$ cat src/rtl/decode_regfile.sv
// Decode stage: 32-entry register file with combinational rs/rt reads and edge-triggered write-back,
// plus opcode-driven immediate extension. Reads have zero latency; there is no flow control.
module decode_regfile #(
   parameter int DATA_W   = 32,
   parameter int REG_NUM  = 32,
   parameter int LINK_REG = 31
) (
   input  logic              clock,
   input  logic              reset,
   input  logic [31:0]       Instruction,
   input  logic [DATA_W-1:0] opcplus4,
   input  logic [DATA_W-1:0] ALU_result,
   input  logic [DATA_W-1:0] mem_data,
   input  logic              Jal,
   input  logic              RegWrite,
   input  logic              MemtoReg,
   input  logic              RegDst,
   output logic [DATA_W-1:0] read_data_1,
   output logic [DATA_W-1:0] read_data_2,
   output logic [DATA_W-1:0] Sign_extend
);

   localparam int AW = 5;
   localparam logic [AW-1:0] LINK_IDX = AW'(LINK_REG);

   logic [DATA_W-1:0] regs_q [REG_NUM];

   logic [5:0]        opcode;
   logic [AW-1:0]     rs_addr;
   logic [AW-1:0]     rt_addr;
   logic [AW-1:0]     rd_addr;
   logic [15:0]       imm;
   logic              zero_ext;
   logic              wr_en_d;
   logic [AW-1:0]     wr_addr_d;
   logic [DATA_W-1:0] wr_data_d;

   assign opcode  = Instruction[31:26];
   assign rs_addr = Instruction[25:21];
   assign rt_addr = Instruction[20:16];
   assign rd_addr = Instruction[15:11];
   assign imm     = Instruction[15:0];

   // Jal overrides both the destination and the data, and forces the write on.
   always_comb begin
      wr_en_d   = RegWrite | Jal;
      wr_addr_d = rt_addr;
      wr_data_d = ALU_result;
      if (Jal) begin
         wr_addr_d = LINK_IDX;
         wr_data_d = opcplus4;
      end else begin
         if (RegDst) begin
            wr_addr_d = rd_addr;
         end
         if (MemtoReg) begin
            wr_data_d = mem_data;
         end
      end
   end

   always_ff @(posedge clock or posedge reset) begin
      if (reset) begin
         for (int i = 0; i < REG_NUM; i++) begin
            regs_q[i] <= '0;
         end
      end else if (wr_en_d && (wr_addr_d != '0)) begin
         regs_q[wr_addr_d] <= wr_data_d;
      end
   end

   // No bypass: a same-cycle read of the write target sees the pre-edge value.
   assign read_data_1 = (rs_addr == '0) ? '0 : regs_q[rs_addr];
   assign read_data_2 = (rt_addr == '0) ? '0 : regs_q[rt_addr];

   always_comb begin
      zero_ext = 1'b0;
      case (opcode)
         6'b001100, 6'b001101, 6'b001110, 6'b001011: zero_ext = 1'b1;
         default:                                    zero_ext = 1'b0;
      endcase
   end

   assign Sign_extend = zero_ext ? {{(DATA_W-16){1'b0}}, imm}
                                 : {{(DATA_W-16){imm[15]}}, imm};

endmodule

$ cat config.mk
export PLATFORM = sky130hd
export DESIGN_NAME = decode_regfile
export DESIGN_NICKNAME = d
export VERILOG_FILES = /design/src/rtl/decode_regfile.sv
export SDC_FILE = /design/constraint.sdc
export NUM_CORES = 2
export LEC_CHECK = 0
export ABC_AREA = 1
export BUFFER_PORTS_ARGS = -buffer_cell sky130_fd_sc_hd__buf_2
export CAP_MARGIN = 30
export CORE_UTILIZATION = 53
export DETAILED_ROUTE_END_ITERATION = 10
export PLACE_DENSITY = 0.68
export SYNTH_ARGS = -nofsm -noshare
export SYNTH_HDL_FRONTEND = slang
export SYNTH_SLANG_ARGS = --single-unit
$ cat constraint.sdc
create_clock -name clock -period 46.3 [get_ports clock]
set_input_delay 9.26 -clock clock [delete_from_list [all_inputs] [get_ports clock]]
set_output_delay 9.26 -clock clock [all_outputs]
set_load 0.05 [all_outputs]
After elaboration in Yosys (flattened, before gate mapping). Cells that the tools add are included.

Shift operators: 0. $mul: 0. Equal/unequal tests: 4. $lt $le $gt $ge: 4. Multiplexer cells: 17. Reduce and logical (&&, ||, !) cells: 6. $add $sub $neg: 0. Bitwise gates (word level): 4. Divide/modulo/power cells: 0.

Operators by type and width (number): $bwmux W1024 (1); $bmux W32 S5 (2); $mux W32 (10); $demux W32 S5 (1); $eq A6 B4 Y1 const B (4); $ge A6 B6 Y1 const B (3); $not A5 Y6 (3); $logic_not A5 Y1 (2); $mux W5 (2); $lt A6 B1 Y1 const B (1); $reduce_bool A5 Y1 (1); $reduce_or A4 Y1 (1); $logic_and A1 B1 Y1 (2); $mux W1 (1); $or A1 B1 Y1 (1).

Memories: 0. Input bits: 134. Bits in registers: 1024. Bits in latches: 0. Bits in writable memories: 0. ROM bits: 0.

Longest topological paths before layout.
Depth in word-level cells: 8. Mapped depth: 13. Mapped depth without buffers: 10.

Least setup slack after synthesis. No wires, ideal clock.

Path kind: input to output. Start point: input port Instruction[23]. End point: output port read_data_1[12]. Data required time: 37.040 ns. Cell stages on the path: 9. Slack: 25.813 ns. Data arrival time: 11.227 ns. Path buffers: 3. Path through: clkbuf_1 inv_1 nor2_1 clkbuf_1 buf_1 nand3_1 nand3_1 nor2_1 nor2_1.

Longest elaborated chain between the ends: 5. Elaborated cells between the ends (all ways): 6. Those cells by class: mux (4); bitwise (1); reduce/logical (1).

RTL lines: start: declaration (line 10) `input logic [31:0] Instruction,`; $not A5 Y6 (not written as such) (line 73) `assign read_data_1 = (rs_addr == '0) ? '0 : regs_q[rs_addr];`; $bmux W32 S5 (line 73); $mux W32 (not written as such) (2 in a row) (line 73); $mux W32 (*) (line 73); end: declaration (line 18) `output logic [DATA_W-1:0] read_data_1,`.

Mark *: on every way between the ends. The rest lies on a longest branch, timed or not. The select of a mux whose other input is x is not followed.

Worst setup path after layout.
Start point: input port Instruction[18]. End point: output port read_data_2[3].

Longest elaborated chain between the ends: 5. Elaborated cells between the ends (all ways): 6. Those cells by class: mux (4); bitwise (1); reduce/logical (1).

RTL lines: $not A5 Y6 (not written as such) (line 74) `assign read_data_2 = (rt_addr == '0) ? '0 : regs_q[rt_addr];`; $bmux W32 S5 (line 74); $mux W32 (not written as such) (2 in a row) (line 74); $mux W32 (*) (line 74); end: declaration (line 19) `output logic [DATA_W-1:0] read_data_2,`.

Marked as above.

==> impl_metrics.yaml <==
status:
  status: "complete, no violations"
global_route:
  antenna_found_initial: 9
  grt.total_usage_pct: 39.1
  grt_pass1_wl_um: 335000
  grt.overflow.total: 0
  grt_max_degree: 161
  grt_pass1_vias: 54300
placed_design:
  placed_area_mm2: 0.0603
  place_inst: 9754
  dpl_worst_slack_ns: 23.89
  dpl.hpwl_um: 124000
  portBuffers: 207
  finalWeightedCongestion: 0.873
floorplan:
  die_area_mm2: 0.112
  die_y_um: 335
  start_util_pct: 53.8
  die_w_um: 335
  ios: 230
  core_region_area_mm2: 0.109
  rows: 121
power_and_ir_drop:
  finalPower_w: 0.00288
  power_frac_clock_pct: 34.8
  p_switching_w: 0.000970
  pwr-share-comb_pct: 22.9
  internal-power_w: 0.00191
  p_sw_share_pct: 33.7
  power.density_mw_per_mm2: 44.6
  leakage_nw: 31.9
  power_frac_seq_pct: 42.2
  power.ir.vdd_worst_mv: 0.0326
worst_setup_path:
  cp-end-kind: "output port"
  cp_max_fo: 27
  arrival_ns: 13.40
  path_class: "in2out"
  startpoint_type: "input port"
  worstPathRequired_ns: 37.04
synthesis:
  yosysTopAreaCell: "dfrtp_1"
  synth_cell_types: 29
  synthCells: 8725
  synth_nets: 8859
  syn_area_per_cell_um2: 6.75
  ys_ff_latch: 1024
  yosys-top-cells-area: "dfrtp_1 44%, nand2_1 20%, o21ai_0 8.5%, nand3_1 8.2%, clkbuf_1 3.9%"
  yosys_warnings: 0
  synth_area_mm2: 0.0589
  yosysTopAreaCellShare_pct: 43.5
  synth-seq-area-share_pct: 43.5
cells_and_area:
  final_cells: 9976
  nets: 8535
  mostFrequentLayoutCell: "nand2_1"
  drive_gt1_share_pct: 7.44
  syn2layout_area_growth_pct: 9.64
  regMostFlops: "regs_q"
  largest_reg_flops: 1024
  design_area_mm2: 0.0645
  reg.largest.list: "regs_q x1024"
  layout_common_cells: "3132 x nand2_1, 1024 x dfrtp_1, 964 x o21ai_0, 960 x nand3_1, 589 x nor2_1"
timing:
  period_needed_ns: 22.66
  maxSlewHeadroom_pct: 27.0
  report.final.slew_viol_count: 0
  hold_viol_final: 0
  worst_slack_ns: 23.64
  fmax_ghz: 0.0441
  skew_ns: 0
  post-route-period-util_pct: 48.9
  finalSetupTns_ns: 0
  finalSetupViolCount: 0
  rsz0062_at_grt: "no"
  worst_pin_slew_ns: 1.09
drt:
  drc: 0
  vias_per_cell: 5.95
  detail_route.first_pass.iterations: 6
  wl_um: 222000
  ant_nets: 0
  wl_per_cell_um: 22.3
  initialDrtViolationCount: 8081
  vias: 59400
clock_network:
  cts_setup_buffers: 0
  htreeDepth: 3
  cts.clk_slew.worst_paths_ns: 0.06
  holdBufCountCts: 0
  cts_tree: "built"
  clk_latency_ns: 0.72
  clock-sinks: 1024
  ctsResizeCount: 0
  cts_made_buffers: 115
  cts_buffer_depth: 3
  cts_root_buf: "clkbuf_16"
min_path:
  hold_class: "reg2reg"
job:
  maxCapViolCount: 0
per-stage QoR:
step           util [%]  hold slack [ns]
6_report           59.0            0.382
5_1_grt            59.0            0.384
4_1_cts            58.8            0.381
3_5_place_dp       55.1            0.366
3_3_place_gp       54.7            0.365
2_1_floorplan         -            0.429
cell usage after synthesis:
library cell,instances
nand2_1,3132
dfrtp_1,1024
o21ai_0,995
nand3_1,961
clkbuf_1,606
nor2_1,594
inv_1,584
o21ai_1,229
o211ai_1,226
a21oi_1,135
buf_2,85
buf_1,53
buf_4,31
nand2_4,17
nand2_2,16
nor2_4,10
and3_1,4
clkinv_1,4
inv_2,4
buf_6,3
clkbuf_2,2
nor2_8,2
nor3_4,2
a21bo_2,1
inv_4,1
nand4_1,1
nor3_1,1
o21a_1,1
o21ai_2,1
critical path, stage by stage:
cell	delay, ns
buf_4	0.15
inv_2	0.34
buf_4	0.72
nand2_1	0.46
nor2_4	0.53
buf_4	0.51
nand2_1	0.11
nand3_1	0.10
nor2_1	0.06
nand2_1	0.06
nand2_1	0.05
nor2_1	0.59
buf_2	0.40
metal layers:
layer / global-route usage [%] / routed length, um / vias to the layer above
met1: 54.1 / 89200 / 28000
met3: 7.52 / 25600 / 650
li1: - / - / 27200
met2: 59.7 / 97300 / 3506
met5: 0 / 77 / -
met4: 17.3 / 10100 / 12
power by group through the flow:
stage	Sequential (W)	Clock, W	Combinational, W
6_report	0.00122	0.00100	0.000660
5_1_grt	0.00124	0.00104	0.000751
4_1_cts	0.00121	0.00100	0.000652
3_5_place_dp	0.00122	0	0.000649
3_3_place_gp	0.00122	0	0.000627
2_1_floorplan	0.00120	0	0.000495
kinds of logic after synthesis:
group                  after synthesis  synth area share (%)
buffers and inverters             1373                  9.18
and+or+nand+nor                   4740                  32.8
DFF                               1024                  43.5
AOI/OAI and AO/OA                 1588                  14.5
final timing paths:
check	slack, ns	depth (start not counted)	from	endpoint
max in group asynchronous	34.01	8	reset	regs_q[523]
hold reg to reg	0.38	0	regs_q[1023]	regs_q[1023]
hold / removal	0.38	0	regs_q[1023]	regs_q[1023]
setup reg to reg	45.52	2	regs_q[346]	regs_q[346]
setup / recovery	23.64	13	Instruction[18]	read_data_2[3]
min in group asynchronous	8.43	2	reset	regs_q[122]
layout make-up:
type	count	area, um^2
diodes	2	5.00
clock buffers	157	3280
inverters	593	2270
multi-input cells	6328	28100
clock inverters	57	815
well taps	1476	1850
fillers	10300	44900
repair buffers	339	2560
flip-flops and latches	1024	25600
Power figures use the tool's default switching activity.
